**config.mk**
```make
export PLATFORM = sky130hd
export DESIGN_NAME = y_misr_compactor
export DESIGN_NICKNAME = d
export VERILOG_FILES = /design/src/rtl/y_misr_compactor.sv
export SDC_FILE = /design/constraint.sdc
export NUM_CORES = 1
export LEC_CHECK = 0
export CORE_ASPECT_RATIO = 1.5
export CORE_MARGIN = 4
export CORE_UTILIZATION = 58
export DETAILED_ROUTE_END_ITERATION = 6
export DONT_BUFFER_PORTS = 1
export MAX_ROUTING_LAYER = met4
export PLACE_DENSITY = 0.73
export SYNTH_ARGS = -nofsm -noshare
export SYNTH_HDL_FRONTEND = slang
export SYNTH_SLANG_ARGS = --single-unit
```
**constraint.sdc**
```tcl
create_clock -name clk -period 2 [get_ports clk]
set_input_delay 0.6 -clock clk [delete_from_list [all_inputs] [get_ports clk]]
set_output_delay 0.6 -clock clk [all_outputs]
set_load 0.01 [all_outputs]
```
**src/rtl/y_misr_compactor.sv**
```systemverilog
`default_nettype none
// +----------------------------------------------------------------------------+
// | Module      : y_misr_compactor                                             |
// | Description : Multiple-input signature register that compresses one        |
// |               sample of the top-level y bus per clock over a fixed window  |
// |               and compares the final signature against a golden word.      |
// | Revision    : 1.0 - initial release                                        |
// +----------------------------------------------------------------------------+
module y_misr_compactor #(
   parameter int               WIDTH   = 82,
   parameter logic [WIDTH-1:0] POLY    = 'h61,
   parameter logic [WIDTH-1:0] SEED    = 'h1,
   parameter int               NUM_VEC = 21,
   parameter int               CW      = 16
) (
   input  logic             clk,
   input  logic             rst_n,
   input  logic             start,
   input  logic [WIDTH-1:0] y_in,
   input  logic [WIDTH-1:0] golden,
   output logic [WIDTH-1:0] sig_out,
   output logic [CW-1:0]    cnt,
   output logic             busy,
   output logic             done,
   output logic             match
);

   localparam logic [1:0]    S_IDLE = 2'd0;
   localparam logic [1:0]    S_RUN  = 2'd1;
   localparam logic [1:0]    S_DONE = 2'd2;

   // Counter value present while the final sample is being absorbed.
   localparam logic [CW-1:0] C_LAST = CW'(NUM_VEC - 1);

   logic [1:0]       state_q, state_d;
   logic [WIDTH-1:0] sig_q, sig_d;
   logic [CW-1:0]    cnt_q, cnt_d;
   logic             match_q, match_d;
   logic             busy_q, busy_d;
   logic             done_q, done_d;

   logic [WIDTH-1:0] w_fb;
   logic [WIDTH-1:0] w_next;
   logic             w_last;

   // Signature step: shift left, fold in taps when MSB drops out, XOR sample.
   // X/Z on y_in is deliberately allowed to propagate into the signature.
   assign w_fb   = sig_q[WIDTH-1] ? POLY : '0;
   assign w_next = {sig_q[WIDTH-2:0], 1'b0} ^ w_fb ^ y_in;
   assign w_last = (cnt_q == C_LAST);

   // State register with synchronous active-low reset.
   always_ff @(posedge clk) begin
      if (!rst_n) begin
         state_q <= S_IDLE;
      end else begin
         state_q <= state_d;
      end
   end

   // Next-state logic: start is only honoured outside RUN.
   always_comb begin
      state_d = state_q;
      case (state_q)
         S_IDLE:  if (start) state_d = S_RUN;
         S_RUN:   if (w_last) state_d = S_DONE;
         S_DONE:  if (start) state_d = S_RUN;
         default: state_d = S_IDLE;
      endcase
   end

   // Output decode computed from the next state so busy/done are registered.
   always_comb begin
      busy_d = (state_d == S_RUN);
      done_d = (state_d == S_DONE);
   end

   // Datapath next-value: seed on start, absorb in RUN, hold otherwise.
   always_comb begin
      sig_d   = sig_q;
      cnt_d   = cnt_q;
      match_d = match_q;
      case (state_q)
         S_IDLE, S_DONE: begin
            if (start) begin
               sig_d   = SEED;
               cnt_d   = '0;
               match_d = 1'b0;
            end
         end
         S_RUN: begin
            sig_d = w_next;
            cnt_d = cnt_q + CW'(1);
            if (w_last) begin
               match_d = (w_next == golden);
            end
         end
         default: begin
            sig_d   = '0;
            cnt_d   = '0;
            match_d = 1'b0;
         end
      endcase
   end

   // Datapath and flag registers; reset discards any partial signature.
   always_ff @(posedge clk) begin
      if (!rst_n) begin
         sig_q   <= '0;
         cnt_q   <= '0;
         match_q <= 1'b0;
         busy_q  <= 1'b0;
         done_q  <= 1'b0;
      end else begin
         sig_q   <= sig_d;
         cnt_q   <= cnt_d;
         match_q <= match_d;
         busy_q  <= busy_d;
         done_q  <= done_d;
      end
   end

   assign sig_out = sig_q;
   assign cnt     = cnt_q;
   assign busy    = busy_q;
   assign done    = done_q;
   assign match   = match_q;

endmodule
`default_nettype wire

```
==> results of run 1 <==
[cells in the final DEF, fill, tap and decap left out, types with 4 or more instances in the layout]
master     instances
nor4_1            10
o21ai_1           14
nor2b_1           58
nand3_1            6
o21a_1             4
xor2_1            59
nor2_1             7
xor2_2             5
nand2_1           48
and2_1            35
clkbuf_16          9
a21oi_1           11
o22ai_1            7
xnor2_2            7
nand4_1           16
buf_4             94
o2bb2ai_1          4
xnor2_1           68
o21ai_0           28
inv_1              6
dfxtp_1          100
a22oi_1           54
[final cells by class]
| type | count | share of cell area (%) |
|---|---|---|
| clock buffer | 11 | 3.70 |
| timing repair buffer | 95 | 10.6 |
| multi-input combinational | 493 | 52.2 |
| clock inverter | 5 | 0.825 |
| sequential | 103 | 30.3 |
| inverter | 6 | 0.330 |
| tap | 112 | 2.05 |
[through the flow]
step / util [%] / power (mW)
4_1_cts: 71.5 / 5.18
2_1_floorplan: - / 2.97
6_report: 72.9 / 5.21
5_1_grt: 72.9 / 5.39
3_3_place_gp: 67.9 / 3.36
3_5_place_dp: 67.9 / 3.38
[registers in the layout (all words and copies together), names as in the netlist]
| register | count |
|---|---|
| state_q | 2 |
| busy | 1 |
| cnt | 16 |
| sig_out | 82 |
| done | 1 |
| match | 1 |
[final timing paths]
check	end	slack, ps	depth (start not counted)	from
worst max-delay path	match	60	6	sig_out[2]
worst min-delay path	sig_out[57]	380	1	rst_n
worst max register to register	match	60	6	sig_out[2]
worst min register to register	cnt[0]	540	3	cnt[0]
[kinds of logic after synthesis]
logic type	Yosys count	synth area share (%)
simple gates	205	20.4
compound gates	147	17.8
flops	103	36.7
fa+ha+maj	2	0.446
buf+inv	41	2.74
xor+xnor	139	21.8
[what timing repair did]
item	in CTS	in global routing
setup buffers	0	1
setup endpoints to repair	1	4
pin swaps	2	8
resized for setup	4	22
[routing by layer]
layer | vias up | track usage [%] | routed length [um]
li1 | 2368 | - | -
met1 | 2478 | 37.1 | 6830
met2 | 312 | 60.9 | 10400
met3 | 76 | 10.7 | 2140
met4 | 0 | 18.1 | 1140
met5 | - | - | 0
[power groups by stage]
stage	Combinational [mW]	Clock (mW)	Sequential (mW)
2_1_floorplan	0.652	0	2.32
3_5_place_dp	1.06	0	2.31
4_1_cts	1.08	1.84	2.27
6_report	1.11	1.83	2.27
5_1_grt	1.19	1.92	2.28
3_3_place_gp	1.05	0	2.31
[worst max-delay path, delay by kind of cell, from the launching register on]
kind	cells	cell delay, ps
compound gates	3	580
flops	1	480
xor+xnor	1	130
simple gates	2	680
==> results.py, run 1 <==
metrics = {
    "routing": {
        "vias": 5234,
        "drtIter0Drc": 330,
        "wl_per_cell_um": 24.9,
        "drc": 0,
        "dr.pass1.iters": 5,
        "ant_nets": 0,
        "vias_per_cell": 6.34,
        "routed_wl_mm": 20.5,
    },
    "worst_setup_path": {
        "arrival_ps": 2220,
        "crit_chain": "xnor2_2, o2bb2ai_1, a221oi_2, nand4_2, or4_1, o21ai_1",
        "crit_fanout": 3,
        "required_ps": 2280,
        "worst_setup_path_end_kind": "flop",
        "crit_slowest_cell": "or4_1",
        "cp-start-kind": "flop",
        "slowest_delay_ps": 550,
        "worstSetupPathType": "flop to flop",
    },
    "sta": {
        "setup_violations": 0,
        "drv_slew": 0,
        "finalCriticalPeriod_ps": 1940,
        "fin_crit_sh_pct": 96.8,
        "hold_viol": 0,
        "max_freq_mhz": 516,
        "whs_ps": 378,
        "finClkSkew_ps": 9.09,
        "slew_headroom_pct": 64.4,
        "layout_setup_ws_ps": 63.2,
        "worstMarginPinSlew_ps": 534,
        "fin_tns_setup_ps": 0,
    },
    "final_layout": {
        "finalNonFillerCells": 825,
        "area_delta_synth_final_pct": 21.6,
        "drive_above_1_share_pct": 19.8,
        "nNetsFinal": 877,
        "n_fill_cell": 738,
        "finalInstanceArea_um2": 6830,
        "diodes": 0,
        "ff_latch_area_um2": 2070,
        "multi_input_area_um2": 3560,
    },
    "placement": {
        "place_area_um2": 6360,
        "portBuffers": 0,
        "place_congestion": 1.01,
        "hpwl_mm": 16.0,
        "dp_cells": 808,
        "preCtsSetupSlack_ps": -246,
    },
    "logic_synthesis": {
        "syn_nets": 806,
        "yosys.area.top_type": "dfxtp_1",
        "synth_most_common_cell": "dfxtp_1",
        "synth_edf_count": 0,
        "ys_warn_count": 0,
        "async_flop_share_pct": 0,
        "synth_common_cells": "dfxtp_1 (103), xnor2_1 (74), xor2_1 (64), nor2b_1 (59), a22oi_1 (54)",
        "netlist_area_um2": 5610,
        "ys.flop_type": "dfxtp_1",
        "yosysSeqAreaShare_pct": 36.7,
        "syn_avg_cell_area_um2": 8.81,
        "yosys.cell_types.count": 49,
        "synth_seq_cells": 103,
        "synth_top_area_share_pct": 36.7,
        "yosys-top-cells-area": "dfxtp_1 (37%), xnor2_1 (12%), xor2_1 (10%)",
        "syn_inst": 637,
    },
    "power_and_ir_drop": {
        "power_frac_comb_pct": 21.3,
        "ir_drop_mv": 0.481,
        "seqPwrFrac_pct": 43.6,
        "p_int_mw": 3.69,
        "netSwitchingPower_mw": 1.52,
        "power.density_nw_per_um2": 764,
        "p_clk_share_pct": 35.1,
        "switching_share_pct": 29.2,
        "p_leak_nw": 2.68,
    },
    "clock_network": {
        "root_buffer": "clkbuf_16",
        "postCtsHoldBufs": 0,
        "clock-sinks": 103,
        "clk_path_buf_depth": 2,
        "clk_latency_ps": 350,
        "cts_made_buffers": 9,
        "htreeDepth": 3,
        "clk_pin_slew_ps": 70,
        "cts_tree": "done",
    },
    "floorplan": {
        "start_util_pct": 60.0,
        "die_y_um": 128,
        "pin_count": 268,
        "core-area_um2": 9360,
        "die_w_um": 88.3,
        "num_rows": 43,
        "dieArea_um2": 11300,
    },
    "global_route": {
        "grt_pass1_wl_mm": 29.4,
        "antenna_found_initial": 0,
        "grt-ovfl-total": 0,
        "grt_max_degree": 105,
        "first_global_vias": 5336,
        "track_usage_pct": 35.9,
    },
    "outcome": {
        "status": "finished clean",
    },
    "run": {
        "drv_cap": 0,
    },
    "hold_path": {
        "hp-class": "input port to flop",
    },
}
Power figures use the tool's default switching activity.
==> run 2: changes to the inputs <==
CORE_UTILIZATION = 38   (was 58)
CTS_CLUSTER_SIZE = 12   (was default)
DONT_BUFFER_PORTS = default   (was 1)
PLACE_DENSITY = 0.75   (was 0.73)
==> run 2 against run 1 <==
  * The run now ends with setup timing left
  * Core utilization decreased by 1.4 points
  * Clock skew decreased by 1.0 ps
  * Critical path depth increased by 2
  * Fmax decreased by 5.3%
  * Largest cell class unchanged
==> results.py, run 2 (synthesis results as in run 1) <==
metrics = {
    "clock_network": {
        "cts_made_buffers": 9,
        "clk_latency_ps": 350,
        "clk_pin_slew_ps": 70,
        "clock-sinks": 103,
        "root_buffer": "clkbuf_16",
        "postCtsHoldBufs": 0,
        "clk_path_buf_depth": 2,
        "cts_tree": "done",
        "htreeDepth": 3,
    },
    "global_route": {
        "grt_pass1_wl_mm": 35.8,
        "grt_max_degree": 104,
        "grt-ovfl-total": 0,
        "track_usage_pct": 28.9,
        "antenna_found_initial": 3,
        "first_global_vias": 6350,
    },
    "power_and_ir_drop": {
        "fin_total_pwr_mw": 6.15,
        "p_leak_nw": 4.43,
        "ir_drop_mv": 0.358,
        "power_frac_comb_pct": 31.7,
        "seqPwrFrac_pct": 36.9,
        "power.density_nw_per_um2": 591,
        "switching_share_pct": 28.8,
        "netSwitchingPower_mw": 1.77,
        "p_clk_share_pct": 31.4,
        "p_int_mw": 4.38,
    },
    "worst_setup_path": {
        "arrival_ps": 2320,
        "worst_setup_path_end_kind": "flop",
        "r2r_cells": 7,
        "crit_fanout": 2,
        "cp-start-kind": "input port",
        "required_ps": 2280,
        "worstSetupPathType": "input port to flop",
        "r2r_slack_ps": 10,
    },
    "routing": {
        "ant_nets": 0,
        "vias": 6173,
        "wl_per_cell_um": 19.9,
        "drtIter0Drc": 244,
        "vias_per_cell": 5.06,
        "routed_wl_mm": 24.2,
        "drc": 0,
        "dr.pass1.iters": 7,
    },
    "floorplan": {
        "dieArea_um2": 16800,
        "start_util_pct": 38.6,
        "core-area_um2": 14500,
        "num_rows": 54,
        "die_w_um": 107,
        "pin_count": 268,
        "die_y_um": 157,
    },
    "sta": {
        "drv_slew": 0,
        "layout_setup_ws_ps": -44.7,
        "finClkSkew_ps": 8.07,
        "max_freq_mhz": 489,
        "finalCriticalPeriod_ps": 2040,
        "grt_setup_unrepaired": "yes",
        "slew_headroom_pct": 69.2,
        "setup_violations": 1,
        "fin_crit_sh_pct": 102,
        "worstMarginPinSlew_ps": 458,
        "whs_ps": 468,
        "hold_viol": 0,
    },
    "placement": {
        "portBuffers": 267,
        "dp_cells": 1186,
        "place_congestion": 0.982,
        "hpwl_mm": 18.4,
        "preCtsSetupSlack_ps": -666,
    },
    "hold_path": {
        "holdPathStages": 2,
        "hp-class": "flop to flop",
    },
    "final_layout": {
        "drive_above_1_share_pct": 24.4,
        "area_delta_synth_final_pct": 85.2,
        "final_common_cell": "clkdlybuf4s50_1",
        "final_cell_mix": "clkdlybuf4s50_1 (201), buf_4 (133), dfxtp_1 (90)",
        "nNetsFinal": 1185,
        "largest_register_ffs": 82,
        "finalNonFillerCells": 1219,
    },
    "run": {
        "drv_cap": 0,
    },
    "outcome": {
        "violations": "setup timing",
        "status": "finished, violations left",
    },
}
## run 2: cell types whose count changed in the layout (fill, tap and decap cells not counted), moves of 5 or more
cell	before	now
clkdlybuf4s50_1	0	201
buf_4	94	133
dlygate4sd2_1	0	38
xnor2_1	68	41
xnor2_2	7	33
dlymetal6s2s_1	0	25
xor2_1	59	36
xor2_2	5	27
dfxtp_1	100	90
dfxtp_2	3	13
nor4_2	0	6
nor4_1	10	5
## run 2: routing by layer
layer	vias up	wire (um)	global-route usage, %
met5	-	0	-
met4	0	878	12.2
met3	47	1670	5.70
met2	254	12500	49.2
met1	2911	9170	32.7
li1	2961	-	-
## run 2: power groups by stage
stage / Sequential (mW) / Clock, mW / Combinational, mW
4_1_cts: 2.26 / 1.97 / 1.90
3_3_place_gp: 2.29 / 0 / 1.78
3_5_place_dp: 2.29 / 0 / 1.79
6_report: 2.27 / 1.93 / 1.95
5_1_grt: 2.28 / 2.04 / 2.08
2_1_floorplan: 2.32 / 0 / 0.652
## run 2: critical path: stages
cell and delay [ps]:
clkdlybuf4s50_1 520, xor2_2 220, xnor2_1 190, nand4_1 160, nor4_2 280, buf_4 150
nand4_1 80, o21ai_1 130
## run 2: final timing paths
check,startpoint,to
worst min-delay path,match,match
worst max-delay path,y_in[46],match
worst max register to register,sig_out[6],match
worst min register to register,match,match
## run 2: metrics by stage
stage	util [%]	cell area [um2]	setup TNS [ps]
final	71.6	10400	-44.7
after detailed placement	64.4	9360	-1350
after global routing	71.6	10400	-117
after floorplan	-	5610	0
after CTS	69.9	10200	-50.5
after global placement	64.4	9360	-939
## run 2: area by class of cell
cell class	count	area (um2)
clock inverter	5	81.3
inverter	6	22.5
multi-input combinational	493	3990
antenna	3	7.51
clock buffer	10	239
sequential	103	2080
timing repair buffer	403	3730
fill	1128	4130
tap	196	245
## run 2: repair_timing
item,in CTS,in global routing
gates cloned,0,0
resized for setup,109,52
pin swaps,42,25
setup endpoints to repair,5,16
setup buffers,12,5
